$ cat config.mk
export PLATFORM = sky130hd
export DESIGN_NAME = game_flow_ctrl
export DESIGN_NICKNAME = d
export VERILOG_FILES = /design/src/rtl/game_pkg.sv /design/src/rtl/tick_delay_counter.sv /design/src/rtl/game_flow_ctrl.sv
export SDC_FILE = /design/constraint.sdc
export NUM_CORES = 1
export LEC_CHECK = 0
export ABC_AREA = 1
export ABC_CLOCK_PERIOD_IN_PS = 5100
export CAP_MARGIN = 10
export CORE_MARGIN = 5
export CORE_UTILIZATION = 57
export CTS_CLUSTER_DIAMETER = 30
export CTS_CLUSTER_SIZE = 25
export DETAILED_ROUTE_END_ITERATION = 7
export MAX_ROUTING_LAYER = met4
export PLACE_DENSITY_LB_ADDON = 0.1
export REMOVE_ABC_BUFFERS = 1
export SLEW_MARGIN = 5
export SYNTH_ARGS = -nofsm -noshare
export SYNTH_HDL_FRONTEND = slang
export SYNTH_SLANG_ARGS = --single-unit
$ cat constraint.sdc
create_clock -name clk -period 5.1 [get_ports clk]
set_input_delay 1.02 -clock clk [delete_from_list [all_inputs] [get_ports clk]]
set_output_delay 1.02 -clock clk [all_outputs]
set_load 0.05 [all_outputs]
$ cat src/rtl/game_pkg.sv
// Shared game-flow types: sequencer state encoding used by the flow
// controller and by the overlay/score blocks.
package game_pkg;

  typedef enum logic [3:0] {
    IDLE      = 4'd0,
    LVL_INTRO = 4'd1,
    PLAY      = 4'd2,
    PAUSE     = 4'd3,
    HIT       = 4'd4,
    RESPAWN   = 4'd5,
    LVL_CLEAR = 4'd6,
    WIN       = 4'd7,
    LOSE      = 4'd8
  } game_st_t;

  // States whose exit is timed by the frame-tick delay counter
  function automatic logic isDelaySt(input game_st_t st);
    return (st == LVL_INTRO) || (st == HIT) || (st == RESPAWN);
  endfunction

endpackage

$ cat src/rtl/tick_delay_counter.sv
// Frame-tick delay counter: counts tick strobes since the last clear and
// flags the tick that reaches the terminal count.
module tick_delay_counter #(
  parameter int DELAY_W = 8
) (
  input  logic               clk,
  input  logic               reset,
  input  logic               clr,
  input  logic               tick,
  input  logic [DELAY_W-1:0] term,
  output logic               done
);

  logic [DELAY_W-1:0] cnt;

  // done on the tick that completes the delay, so the caller can move on that same edge
  assign done = tick && (cnt == term);

  // Count ticks; clear wins so an entry cycle always starts from zero
  always_ff @(posedge clk) begin
    if (reset || clr) cnt <= '0;
    else if (tick)    cnt <= cnt + 1'b1;
  end

endmodule

$ cat src/rtl/game_flow_ctrl.sv
// Top-level game sequencer: pre-game, multi-level play, life loss, respawn,
// pause and win/lose. Delays are counted in frame ticks internally.
module game_flow_ctrl
  import game_pkg::*;
#(
  parameter int NUM_LIVES   = 3,
  parameter int LIVES_W     = 4,
  parameter int NUM_LEVELS  = 4,
  parameter int LEVEL_W     = 3,
  parameter int DELAY_W     = 8,
  parameter int HIT_TICKS   = 60,
  parameter int INTRO_TICKS = 90
) (
  input  logic               clk,
  input  logic               reset,
  input  logic               tick,
  input  logic               startBtn,
  input  logic               pauseBtn,
  input  logic               charHit,
  input  logic               levelClear,
  output logic               bubbleStart,
  output logic               charStart,
  output logic               freeze,
  output logic [LIVES_W-1:0] lives,
  output logic [LEVEL_W-1:0] level,
  output logic [3:0]         gameState
);

  localparam logic [DELAY_W-1:0] HIT_TERM   = DELAY_W'(HIT_TICKS - 1);
  localparam logic [DELAY_W-1:0] INTRO_TERM = DELAY_W'(INTRO_TICKS - 1);
  localparam logic [LIVES_W-1:0] LIVES_INIT = LIVES_W'(NUM_LIVES);
  localparam logic [LEVEL_W-1:0] LAST_LEVEL = LEVEL_W'(NUM_LEVELS - 1);

  game_st_t           state, nextState;
  logic               dlyDone, dlyClr;
  logic [DELAY_W-1:0] dlyTerm;

  assign gameState = state;

  // Counter restarts on every state change and idles outside timed states
  assign dlyClr  = (nextState != state) || !isDelaySt(state);
  assign dlyTerm = (state == HIT) ? HIT_TERM : INTRO_TERM;

  tick_delay_counter #(.DELAY_W(DELAY_W)) uDelay (
    .clk   (clk),
    .reset (reset),
    .clr   (dlyClr),
    .tick  (tick),
    .term  (dlyTerm),
    .done  (dlyDone)
  );

  // Next-state decode; PLAY resolves charHit over levelClear over pauseBtn
  always_comb begin
    nextState = state;
    case (state)
      IDLE:      if (startBtn) nextState = LVL_INTRO;
      LVL_INTRO: if (dlyDone)  nextState = PLAY;
      PLAY: begin
        if (charHit)         nextState = HIT;
        else if (levelClear) nextState = (level == LAST_LEVEL) ? WIN : LVL_CLEAR;
        else if (pauseBtn)   nextState = PAUSE;
      end
      PAUSE:     if (pauseBtn) nextState = PLAY;
      HIT:       if (dlyDone)  nextState = (lives == '0) ? LOSE : RESPAWN;
      RESPAWN:   if (dlyDone)  nextState = PLAY;
      LVL_CLEAR:               nextState = LVL_INTRO;
      WIN, LOSE: if (startBtn) nextState = IDLE;
      default:                 nextState = IDLE;
    endcase
  end

  // State, game counters and outputs registered from the next state so the
  // outputs line up with the state they describe
  always_ff @(posedge clk) begin
    if (reset) begin
      state       <= IDLE;
      lives       <= LIVES_INIT;
      level       <= '0;
      bubbleStart <= 1'b0;
      charStart   <= 1'b0;
      freeze      <= 1'b1;
    end else begin
      state       <= nextState;
      bubbleStart <= (nextState != state) &&
                     ((nextState == LVL_INTRO) || (nextState == RESPAWN));
      charStart   <= (nextState == PLAY);
      freeze      <= (nextState != PLAY);
      if (state == IDLE && nextState == LVL_INTRO) begin
        lives <= LIVES_INIT;
        level <= '0;
      end
      // Decrement only on the PLAY->HIT edge: one loss per PLAY visit
      if (state == PLAY && nextState == HIT && lives != '0)
        lives <= lives - 1'b1;
      if (state == PLAY && nextState == LVL_CLEAR && level != LAST_LEVEL)
        level <= level + 1'b1;
    end
  end

endmodule

==> results.cfg <==
[run_status]
outcome = finished, final reports clean

[cts]
tritoncts = built
cts_hold_repair_buffers = 0
cts_htree_levels = 1
numCtsBuffers = 3
postCtsSetupRepairBufs = 0
cts_max_path_buffers = 2
post_cts.resized_instances = 0
clockRootBuffer = clkbuf_4
clkSlewWorstSetupHoldPaths_ns = 0.12
numClockSinks = 22
clk_latency_ns = 0.31

[critical_path]
cp_slowest_stage_delay_ns = 0.86
worst-path-buf-inv = 1
crit_path_cell_trace = clkdlybuf4s50_1
end_kind = output pin
crit_path_start_kind = flop
timing.reg2reg.worst_path_depth = 12
top_family_by_delay_on_critical_path = buffers and inverters
path_max_fanout = 6
crit_slowest_cell = clkdlybuf4s50_1
timing.critical_path.arrival_ns = 1.69
cp.required_ns = 4.08
critical_path_cell_count = 1
path_class = flop to output pin

[floorplan]
floorplan.die_area_um2 = 3430
core_area_um2 = 2230
floorplan.initialDensity_pct = 60.2
rows = 17
die_y_um = 58.6
dieWidth_um = 58.6
design.portCount = 21

[timing]
fmaxAchievable_mhz = 369
tns_ns = 0
worst_slew_pin_slew_ns = 0.514
period_share_pct = 53.2
finalCriticalPeriod_ns = 2.71
rsz0062_at_grt = false
timing.final.setup_violations = 0
worst_skew_ns = 0.00724
hold_violation_count_in_the_final_report = 0
drv_slew = 0
hold-worst-slack_ns = 0.507
relSlewSlack_pct = 65.6

[pwr]
leakage_nw = 0.694
vdd.ir_drop.worst_mv = 0.175
power_density_nw_per_um2 = 191

[global_routing]
grt_use_total_pct = 18.5
number_of_global_route_vias_before_repair = 1143
grt_max_degree = 13
grt.overflow.total = 0
grt_antenna_before_repair = 0
grt_pass1_wl_mm = 4.90

[drt]
num_vias = 1194
route.final.wire_length_mm = 2.76
drt-wirelength-per-cell_um = 12.2
detail-route-antenna-nets = 0
first_drt_pass_iteration_count = 4
vias_per_cell = 5.26
drc = 0
drt-initial-drc-count = 36

[placed_design]
hpwlAfterDp_mm = 2.23
placer_congestion_estimate = 0.908
placement.io_buffers = 20

[logic_synthesis]
syn-cell-area_um2 = 1350
postSynthAreaPerCell_um2 = 7.60
synth-seq-cells = 22
cell_taking_the_most_area_after_synthesis = dfxtp_1
yosys-top-cells-area = dfxtp_1, inv_1, nand3_1
synthDominantCellAreaShare_pct = 32.7
synthDistinctLibCells = 28
yosys_warnings = 0
syn-instance-count = 177
ys_seq_area_share_pct = 32.7

[layout]
mostFrequentLayoutCells = inv_1, dfxtp_1, nand2_1, clkdlybuf4s50_1, nand3_1
layout-area-overhead-vs-synth_pct = 19.3
post_route_cells_drive_above_1_share_pct = 18.1
num-nets-final = 212
final_common_cell = inv_1
ant_diodes = 0
final_util_pct = 71.9

[worst_hold_path]
whs_path_depth = 2
hold_path_class = flop to flop

[job]
maxCapViolCount = 0
==> flip-flops by register name, indices dropped and copies added, names as in the netlist <==
register,cells
gameState,4
uDelay.cnt,8
freeze,1
lives,4
charStart,1
bubbleStart,1
level,3
==> worst paths after layout <==
| path | from | slack (ns) | to |
|---|---|---|---|
| worst max-delay path | gameState[3] | 2.39 | gameState[3] |
| worst min-delay path | lives[1] | 0.51 | lives[1] |
| worst max register to register | gameState[3] | 3.19 | lives[0] |
| worst min register to register | lives[1] | 0.51 | lives[1] |
==> kinds of logic (layout without fill, tap and decap cells) <==
kind of cell	count (synthesis)	after routing	share of synthesized area, %
adders and majority gates	5	5	4.65
muxes	1	1	0.744
DFF	22	22	32.7
xor gates and xnor gates	9	9	5.86
buffers and inverters	30	52	8.65
AOI/OAI and AO/OA	21	21	9.21
and+or+nand+nor	89	89	38.1
==> synth_stat cells <==
master	instances
clkbuf_1	1
a21oi_4	1
nand3b_1	2
nor2_2	13
a21oi_2	1
o21ai_0	2
inv_1	27
nor2_4	3
mux2i_1	1
o21ai_1	3
nand3_1	19
ha_1	5
nand4_1	6
nand2_1	21
buf_4	1
nand3_4	2
dfxtp_1	22
nor2_1	11
o22ai_1	1
inv_2	1
nand3_2	3
nor3_1	1
nand2_4	2
xnor2_1	2
nand2_2	6
xor2_1	7
o211ai_1	1
a21oi_1	12
==> layer usage <==
metal / global-route usage [%] / part of all wire, % / vias to the layer above
met5: - / 0 / -
met4: 6.15 / 0.91 / 0
met3: 3.07 / 4.4 / 4
met2: 29.0 / 47 / 30
met1: 24.1 / 48 / 545
li1: - / - / 615
==> final cells by class <==
type	instances	area, um^2
clock buffer	4	36.3
fill	186	628
inverter	28	105
multi-input combinational	125	788
sequential	22	440
tap	28	35.0
timing repair buffer	20	200
==> power by group <==
part,total (W),leakage [nW],switching [W],internal [W]
Clock,0.0000952,0.0210,0.0000516,0.0000436
Sequential,0.000175,0.178,0.00000174,0.000173
Combinational,0.0000360,0.495,0.0000228,0.0000132
==> per-stage QoR <==
stage                     setup WS, ns  power (W)  area [um^2]  std cells
after global placement            2.16   0.000214         1570        223
after global routing              2.25   0.000322         1610        227
final                             2.39   0.000306         1610        227
after detailed placement          2.07   0.000215         1570        223
after floorplan                   2.94   0.000202         1330        175
after CTS                         2.40   0.000309         1610        227
No activity file was read; power rests on OpenSTA's default activity.
